`src/rtl/gtech_tree_pkg.sv`:
```
// Shared constants and elaboration-time sizing helpers for the AND4 reduction tree.
package gtech_tree_pkg;

  localparam int FANIN      = 4;
  localparam int MAX_LEVELS = 16;

  // Width of the vector entering level k of a tree fed with 'width' bits.
  function automatic int level_width(input int width, input int k);
    int w;
    w = width;
    for (int i = 0; i < MAX_LEVELS; i++) begin
      if (i < k) w = (w + FANIN - 1) / FANIN;
    end
    return w;
  endfunction

  // Number of AND4 levels needed to reach a single bit; never less than one.
  function automatic int clog4(input int n);
    int l;
    l = 0;
    for (int i = 0; i < MAX_LEVELS; i++) begin
      if (level_width(n, i) > 1) l = i + 1;
    end
    return (l < 1) ? 1 : l;
  endfunction

endpackage

```
`src/rtl/gtech_and4_pipe_stage.sv`:
```
// One tree level: AND4 groups (LSB-first, 1-padded) into a data/tag/valid register.
// Latency 1 cycle; loads whenever empty or when downstream takes the held word.
module gtech_and4_pipe_stage
  import gtech_tree_pkg::*;
#(
  parameter int WIN  = 64,
  parameter int TAGW = 4
) (
  input  logic                              clk_i,
  input  logic                              rst_ni,
  input  logic                              up_vld_i,
  output logic                              up_rdy_o,
  input  logic [WIN-1:0]                    up_dat_i,
  input  logic [TAGW-1:0]                   up_tag_i,
  output logic                              dn_vld_o,
  input  logic                              dn_rdy_i,
  output logic [(WIN+FANIN-1)/FANIN-1:0]    dn_dat_o,
  output logic [TAGW-1:0]                   dn_tag_o
);

  localparam int WOUT = (WIN + FANIN - 1) / FANIN;

  logic [WOUT*FANIN-1:0] padded;
  logic [WOUT-1:0]       and_d;
  logic [WOUT-1:0]       dat_q;
  logic [TAGW-1:0]       tag_q;
  logic                  vld_q;
  logic                  load;

  // Missing bits of the top group read as 1 so they never pull the result low.
  always_comb begin
    padded             = '1;
    padded[WIN-1:0]    = up_dat_i;
  end

  for (genvar g = 0; g < WOUT; g++) begin : g_and4
    assign and_d[g] = &padded[g*FANIN +: FANIN];
  end

  assign load     = !vld_q || dn_rdy_i;
  assign up_rdy_o = load;

  always_ff @(posedge clk_i or negedge rst_ni) begin
    if (!rst_ni) begin
      vld_q <= 1'b0;
      dat_q <= '0;
      tag_q <= '0;
    end else if (load) begin
      vld_q <= up_vld_i;
      dat_q <= and_d;
      tag_q <= up_tag_i;
    end
  end

  assign dn_vld_o = vld_q;
  assign dn_dat_o = dat_q;
  assign dn_tag_o = tag_q;

endmodule

```
`src/rtl/gtech_and4_tree_pipe.sv`:
```
// Pipelined AND-reduction of IN_DATA to Z with tag passthrough; LEVELS-cycle latency.
// Full throughput; IN_READY is combinational from OUT_READY through the valid chain.
module gtech_and4_tree_pipe
  import gtech_tree_pkg::*;
#(
  parameter int WIDTH = 64,
  parameter int TAGW  = 4
) (
  input  logic             CP,
  input  logic             CD,
  input  logic             IN_VALID,
  output logic             IN_READY,
  input  logic [WIDTH-1:0] IN_DATA,
  input  logic [TAGW-1:0]  IN_TAG,
  output logic             OUT_VALID,
  input  logic             OUT_READY,
  output logic             Z,
  output logic [TAGW-1:0]  OUT_TAG,
  output logic             BUSY
);

  localparam int LEVELS = clog4(WIDTH);

  // Index k is the boundary in front of level k; index LEVELS is the block output.
  logic [LEVELS:0] vld_w;
  logic [LEVELS:0] rdy_w;
  logic [TAGW-1:0] tag_w [0:LEVELS];

  assign vld_w[0]      = IN_VALID;
  assign tag_w[0]      = IN_TAG;
  assign IN_READY      = rdy_w[0];
  assign rdy_w[LEVELS] = OUT_READY;

  for (genvar k = 0; k < LEVELS; k++) begin : g_lvl
    localparam int WI = level_width(WIDTH, k);
    localparam int WO = level_width(WIDTH, k + 1);

    logic [WI-1:0] din;
    logic [WO-1:0] dout;

    if (k == 0) begin : g_src
      assign din = IN_DATA;
    end else begin : g_chain
      assign din = g_lvl[k-1].dout;
    end

    gtech_and4_pipe_stage #(
      .WIN  (WI),
      .TAGW (TAGW)
    ) u_stage (
      .clk_i    (CP),
      .rst_ni   (CD),
      .up_vld_i (vld_w[k]),
      .up_rdy_o (rdy_w[k]),
      .up_dat_i (din),
      .up_tag_i (tag_w[k]),
      .dn_vld_o (vld_w[k+1]),
      .dn_rdy_i (rdy_w[k+1]),
      .dn_dat_o (dout),
      .dn_tag_o (tag_w[k+1])
    );

    if (k == LEVELS - 1) begin : g_last
      assign Z = dout[0];
    end
  end

  assign OUT_VALID = vld_w[LEVELS];
  assign OUT_TAG   = tag_w[LEVELS];
  assign BUSY      = |vld_w[LEVELS:1];

endmodule

```
`config.mk`:
```
export PLATFORM = sky130hd
export DESIGN_NAME = gtech_and4_tree_pipe
export DESIGN_NICKNAME = d
export VERILOG_FILES = /design/src/rtl/gtech_tree_pkg.sv /design/src/rtl/gtech_and4_pipe_stage.sv /design/src/rtl/gtech_and4_tree_pipe.sv
export SDC_FILE = /design/constraint.sdc
export NUM_CORES = 1
export LEC_CHECK = 0
export BUFFER_PORTS_ARGS = -buffer_cell sky130_fd_sc_hd__buf_2
export CORE_ASPECT_RATIO = 0.7
export CORE_MARGIN = 1
export CORE_UTILIZATION = 42
export CTS_BUF_LIST = sky130_fd_sc_hd__clkbuf_4 sky130_fd_sc_hd__clkbuf_8
export CTS_CLUSTER_DIAMETER = 100
export DETAILED_ROUTE_END_ITERATION = 10
export PLACE_DENSITY = 0.78
export SYNTH_ARGS = -nofsm -noshare
export SYNTH_HDL_FRONTEND = slang
export SYNTH_SLANG_ARGS = --single-unit
```
`constraint.sdc`:
```
create_clock -name CP -period 1.4 [get_ports CP]
set_clock_uncertainty 0.2 [all_clocks]
set_input_delay 0.14 -clock CP [delete_from_list [all_inputs] [get_ports CP]]
set_output_delay 0.14 -clock CP [all_outputs]
set_load 0.005 [all_outputs]
```
Word-level counts from Yosys, hierarchy flattened
Cells that the tools add are included.

word-level totals
  logic and storage cells = 37
  input bits = 72
  output and inout bits = 8
  memories kept = 0
  bits in read-only memories = 0
  memory bits (writable) = 0
  bits in registers = 36
  bits in latches = 0

cells by class
  mux-type cells = 0
  add/sub/neg operators = 0
  reduce and logical (&&, ||, !) cells = 28
  div/mod/pow operators = 0
  bitwise logic cells = 0
  multiply operators = 0
  equality and inequality tests = 0
  $lt $le $gt $ge = 0
  shifts and indexed selects = 0

operators by type and width
  operator            number
  $reduce_and A4 Y1   21
  $logic_not A1 Y1    3
  $logic_or A1 B1 Y1  3
  $reduce_or A3 Y1    1

Longest topological paths before layout
  word-level depth = 4
  depth in mapped cells = 3
  depth with buffers taken out = 2

Modules after synthesis
A second synthesis with hierarchy kept.

second synthesis, totals
  cells, all modules = 125
  area total of the unflattened synthesis = 1560.2 um2

modules (own cells, without submodules)
  module                                    seq. area each (um2)  area each (um2)  cells an instance  times used
  gtech_and4_pipe_stage (g_lvl[0].u_stage)  525.5                 928.4            80                 1
  gtech_and4_pipe_stage (g_lvl[1].u_stage)  225.2                 364.1            28                 1
  gtech_and4_pipe_stage (g_lvl[2].u_stage)  150.1                 261.5            16                 1
  gtech_and4_tree_pipe                      0.0                   6.3              1                  1

Least setup slack after synthesis
Ideal clock, no wire load.

  path type = register to register
  start point = register g_lvl[2].u_stage.vld_q
  end point = register g_lvl[1].u_stage.tag_q[0]
  data required time = 1.075 ns
  cell stages (with the launch flop) = 4
  data arrival time = 1.048 ns
  buffers on the path = 1
  slack = 0.028 ns
  cells stage by stage = dfrtp_1 -> nand3b_1 -> buf_2 -> mux2_2

between the ends
  word-level cells in the longest chain between the ends = 3

ends and longest elaborated chain
  what                             RTL line                     source
  start: declaration               gtech_and4_pipe_stage.sv:27  logic vld_q;
  start signal: assignment         gtech_and4_pipe_stage.sv:49  vld_q <= up_vld_i;
  $logic_not A1 Y1                 gtech_and4_pipe_stage.sv:40  assign load = !vld_q || dn_rdy_i;
  $logic_or A1 B1 Y1 (2 in a row)  gtech_and4_pipe_stage.sv:40
  end signal: assignment           gtech_and4_pipe_stage.sv:51  tag_q <= up_tag_i;
  end: declaration                 gtech_and4_pipe_stage.sv:26  logic [TAGW-1:0] tag_q;

Every way passes these cells.
A chain may end at the register's enable or synchronous reset.

Worst setup path after layout
  start point = register g_lvl[2].u_stage.vld_q
  end point = output port BUSY

between the ends
  word-level cells in the longest chain between the ends = 1

ends and longest elaborated chain
  what              RTL line                    source
  $reduce_or A3 Y1  gtech_and4_tree_pipe.sv:70  assign BUSY = |vld_w[LEVELS:1];
  end: declaration  gtech_and4_tree_pipe.sv:19  output logic BUSY

Every way passes these cells.

==> flow_summary.ini <==
[critical_path]
critPathMaxFanout = 3
rr_endpoint = g_lvl[1].u_stage.dn_tag_o[0]$_DFFE_PN0P_
cp_top_family = flip-flops
critPathSlowestCell = dfrtp_2
path_buf_inv = 1
critical_path_required_ns = 1.06
worstRegToRegCells = 4
worstPathArrival_ns = 1.25
rrSetupSlack_ns = -0.09
cp_slowest_stage_delay_ns = 0.44
cp-end-kind = output port
cp-start-kind = register
r2r_start = g_lvl[2].u_stage.dn_vld_o$_DFFE_PN0P_
criticalPathCategory = reg2out
path_cells = or3_4 -> buf_6

[sta]
tightest_slew_ns = 0.2134
finalHoldViolations = 0
setup_slack_ns = -0.1868
period_minus_slack_ns = 1.587
timing.final.crit_share = 1.133
finalSetupViolCount = 13
max_freq_mhz = 630.2
slew_headroom = 0.8537
slew_violations = 0
rsz0062_at_grt = yes

[finish]
finalInstanceArea_um2 = 2952
drive_gt1_frac = 0.4138
fill_cells = 138
final_core_util = 0.8895
finalNetCount = 361
synthToLayoutAreaGrowth_pct = 91.79

[synthesis]
synthTopCellsByArea = dfrtp_1 (59%), mux2i_1 (13%), nand4_1 (8.5%)
synth_area_leader_cell = dfrtp_1
yosys_warnings = 0
syn-num-nets = 193
syn_area_per_cell_um2 = 12.72
ys_types = 15
ys_seq_elements = 36
synth_top_area_share = 0.5854
ys_seq_area_frac = 0.5854
syn_inst = 121
yosysMostFrequentCell = dfrtp_1
synth-async-reset-ratio = 1.000
synth_top_flop_cell = dfrtp_1
synthesis.area_um2 = 1539
synth-edff-count = 0
synth_common_cells = dfrtp_1 (36), nand4_1 (21), inv_1 (20), mux2i_1 (20), mux2_2 (10)

[floorplan]
die_h_um = 52.65
core_area_um2 = 3318
io_pins = 80
die_x_um = 74.35
dieArea_um2 = 3914
rows = 17
initial_core_util = 0.4638

[routing]
postRouteAntennaNets = 0
via_count = 1699
first_pass_iters = 4
drt-vias-per-instance = 5.027
drt_iter0_markers = 72
drcViolationCount = 0
drt-total-wl_mm = 5.839
post_drt_wl_per_cell_um = 17.28

[placement]
hpwlAfterDp_mm = 2.245
place_area_um2 = 2022
portBuffers = 79
gp_congestion = 0.7137

[cts]
cts_tree = done
cts_sinks = 36
numCtsBuffers = 5
clockRootBuffer = clkbuf_8
cts.clk_slew.worst_paths_ns = 0.07
cts_max_path_buffers = 2
htreeDepth = 2
clk_latency_ns = 0.29

[power_and_ir_drop]
leakage_nw = 1.480
power_density_nw_per_um2 = 865.7
power_mw = 2.555
ir_drop_uv = 598.7

[outcome]
violations = setup timing
status = finished with violations

[global_route]
antenna_found_initial = 1
grt_max_degree = 32
first_global_vias = 1850
grt_overflow_total = 0
grt_pass1_wl_mm = 9.142
grtUsageTotal = 0.3381

[job]
cap_viol_max_count = 0

[min_path]
min_path_type = in2async
-- layer usage --
metal | track usage | vias to the layer above | part of all wire
li1 | - | 761 | -
met2 | 0.5606 | 104 | 0.48
met1 | 0.4107 | 819 | 0.42
met3 | 0.1288 | 15 | 0.086
met5 | 0 | - | 0
met4 | 0.09748 | 0 | 0.017
-- worst max-delay path by stage --
stage | from | to | slack (ns) | cells after the start
2_1_floorplan | g_lvl[2].u_stage.dn_vld_o$_DFFE_PN0P_ | g_lvl[1].u_stage.dn_tag_o[0]$_DFFE_PN0P_ | 0.03 | 3
5_1_grt | g_lvl[2].u_stage.dn_vld_o$_DFFE_PN0P_ | BUSY | -0.22 | 2
3_3_place_gp | g_lvl[2].u_stage.dn_vld_o$_DFFE_PN0P_ | IN_READY | 0.03 | 3
4_1_cts | g_lvl[2].u_stage.dn_vld_o$_DFFE_PN0P_ | BUSY | -0.19 | 2
3_5_place_dp | g_lvl[2].u_stage.dn_vld_o$_DFFE_PN0P_ | IN_READY | -0.04 | 3
6_report | g_lvl[2].u_stage.dn_vld_o$_DFFE_PN0P_ | BUSY | -0.19 | 2
-- worst reg2reg max path: stages, from the launching register on --
cell      delay (ns)
dfrtp_2         0.44
buf_4           0.16
nand3b_1        0.13
buf_6           0.14
mux2_2          0.32
-- final cells by class --
| type | instances | area, um^2 | area share |
|---|---|---|---|
| Antenna cell | 1 | 2.502 | 0.0008478 |
| Clock buffer | 8 | 97.59 | 0.03306 |
| Inverter | 20 | 75.07 | 0.02543 |
| Multi-Input combinational cell | 62 | 570.5 | 0.1933 |
| Sequential cell | 36 | 902.1 | 0.3056 |
| Tap cell | 47 | 58.81 | 0.01992 |
| Timing Repair Buffer | 164 | 1245 | 0.4218 |
-- kinds of logic (layout without fill, tap and decap cells) --
family,after synthesis,count (layout),share of synthesized area
AO/OA/AOI/OAI,1,1,0.003249
flip-flops,36,36,0.5854
other,0,1,0
AND/OR/NAND/NOR,29,29,0.1260
multiplexers,32,32,0.2228
buffers and inverters,23,192,0.06260
-- cells in the final DEF (no fill, tap or decap), types with 2 or more instances in the layout --
cell type	instances
buf_2	78
mux2i_2	2
buf_6	5
inv_1	20
buf_4	9
nand2b_1	2
dlygate4sd3_1	71
nand3b_1	2
mux2i_1	18
mux2_2	9
clkbuf_8	6
dfrtp_1	35
clkbuf_4	2
mux2_4	3
nand4_1	21
-- repair_timing --
item,in CTS,in global routing
endpoints found under the setup margin,23,21
endpoints found under the hold margin,58,0
hold buffers,71,0
pin swaps,2,1
resized for setup,8,5
buffers inserted,4,5
-- metrics by stage --
stage	setup TNS, ns	setup WS, ns	std cells	hold slack (ns)
4_1_cts	-0.5164	-0.1882	332	0.004443
3_5_place_dp	-0.2443	-0.03682	249	-0.2212
5_1_grt	-1.551	-0.2231	338	0.008025
2_1_floorplan	0	0.02753	121	-0.3556
6_report	-0.8395	-0.1868	338	0.004312
3_3_place_gp	0	0.02877	249	-0.2223
-- state kept, by name (all words and copies together), names as in the netlist --
register	count
g_lvl.u_stage.dn_dat_o	21
g_lvl.u_stage.dn_tag_o	12
g_lvl.u_stage.dn_vld_o	3
-- power by group --
group          switching (mW)  internal, mW  total [mW]  leakage (nW)
Sequential             0.0518          1.12        1.17         0.460
Clock                   0.371         0.440       0.811        0.0523
Combinational           0.198         0.373       0.571         0.968
Note: power is estimated with default switching activity, not from simulation.
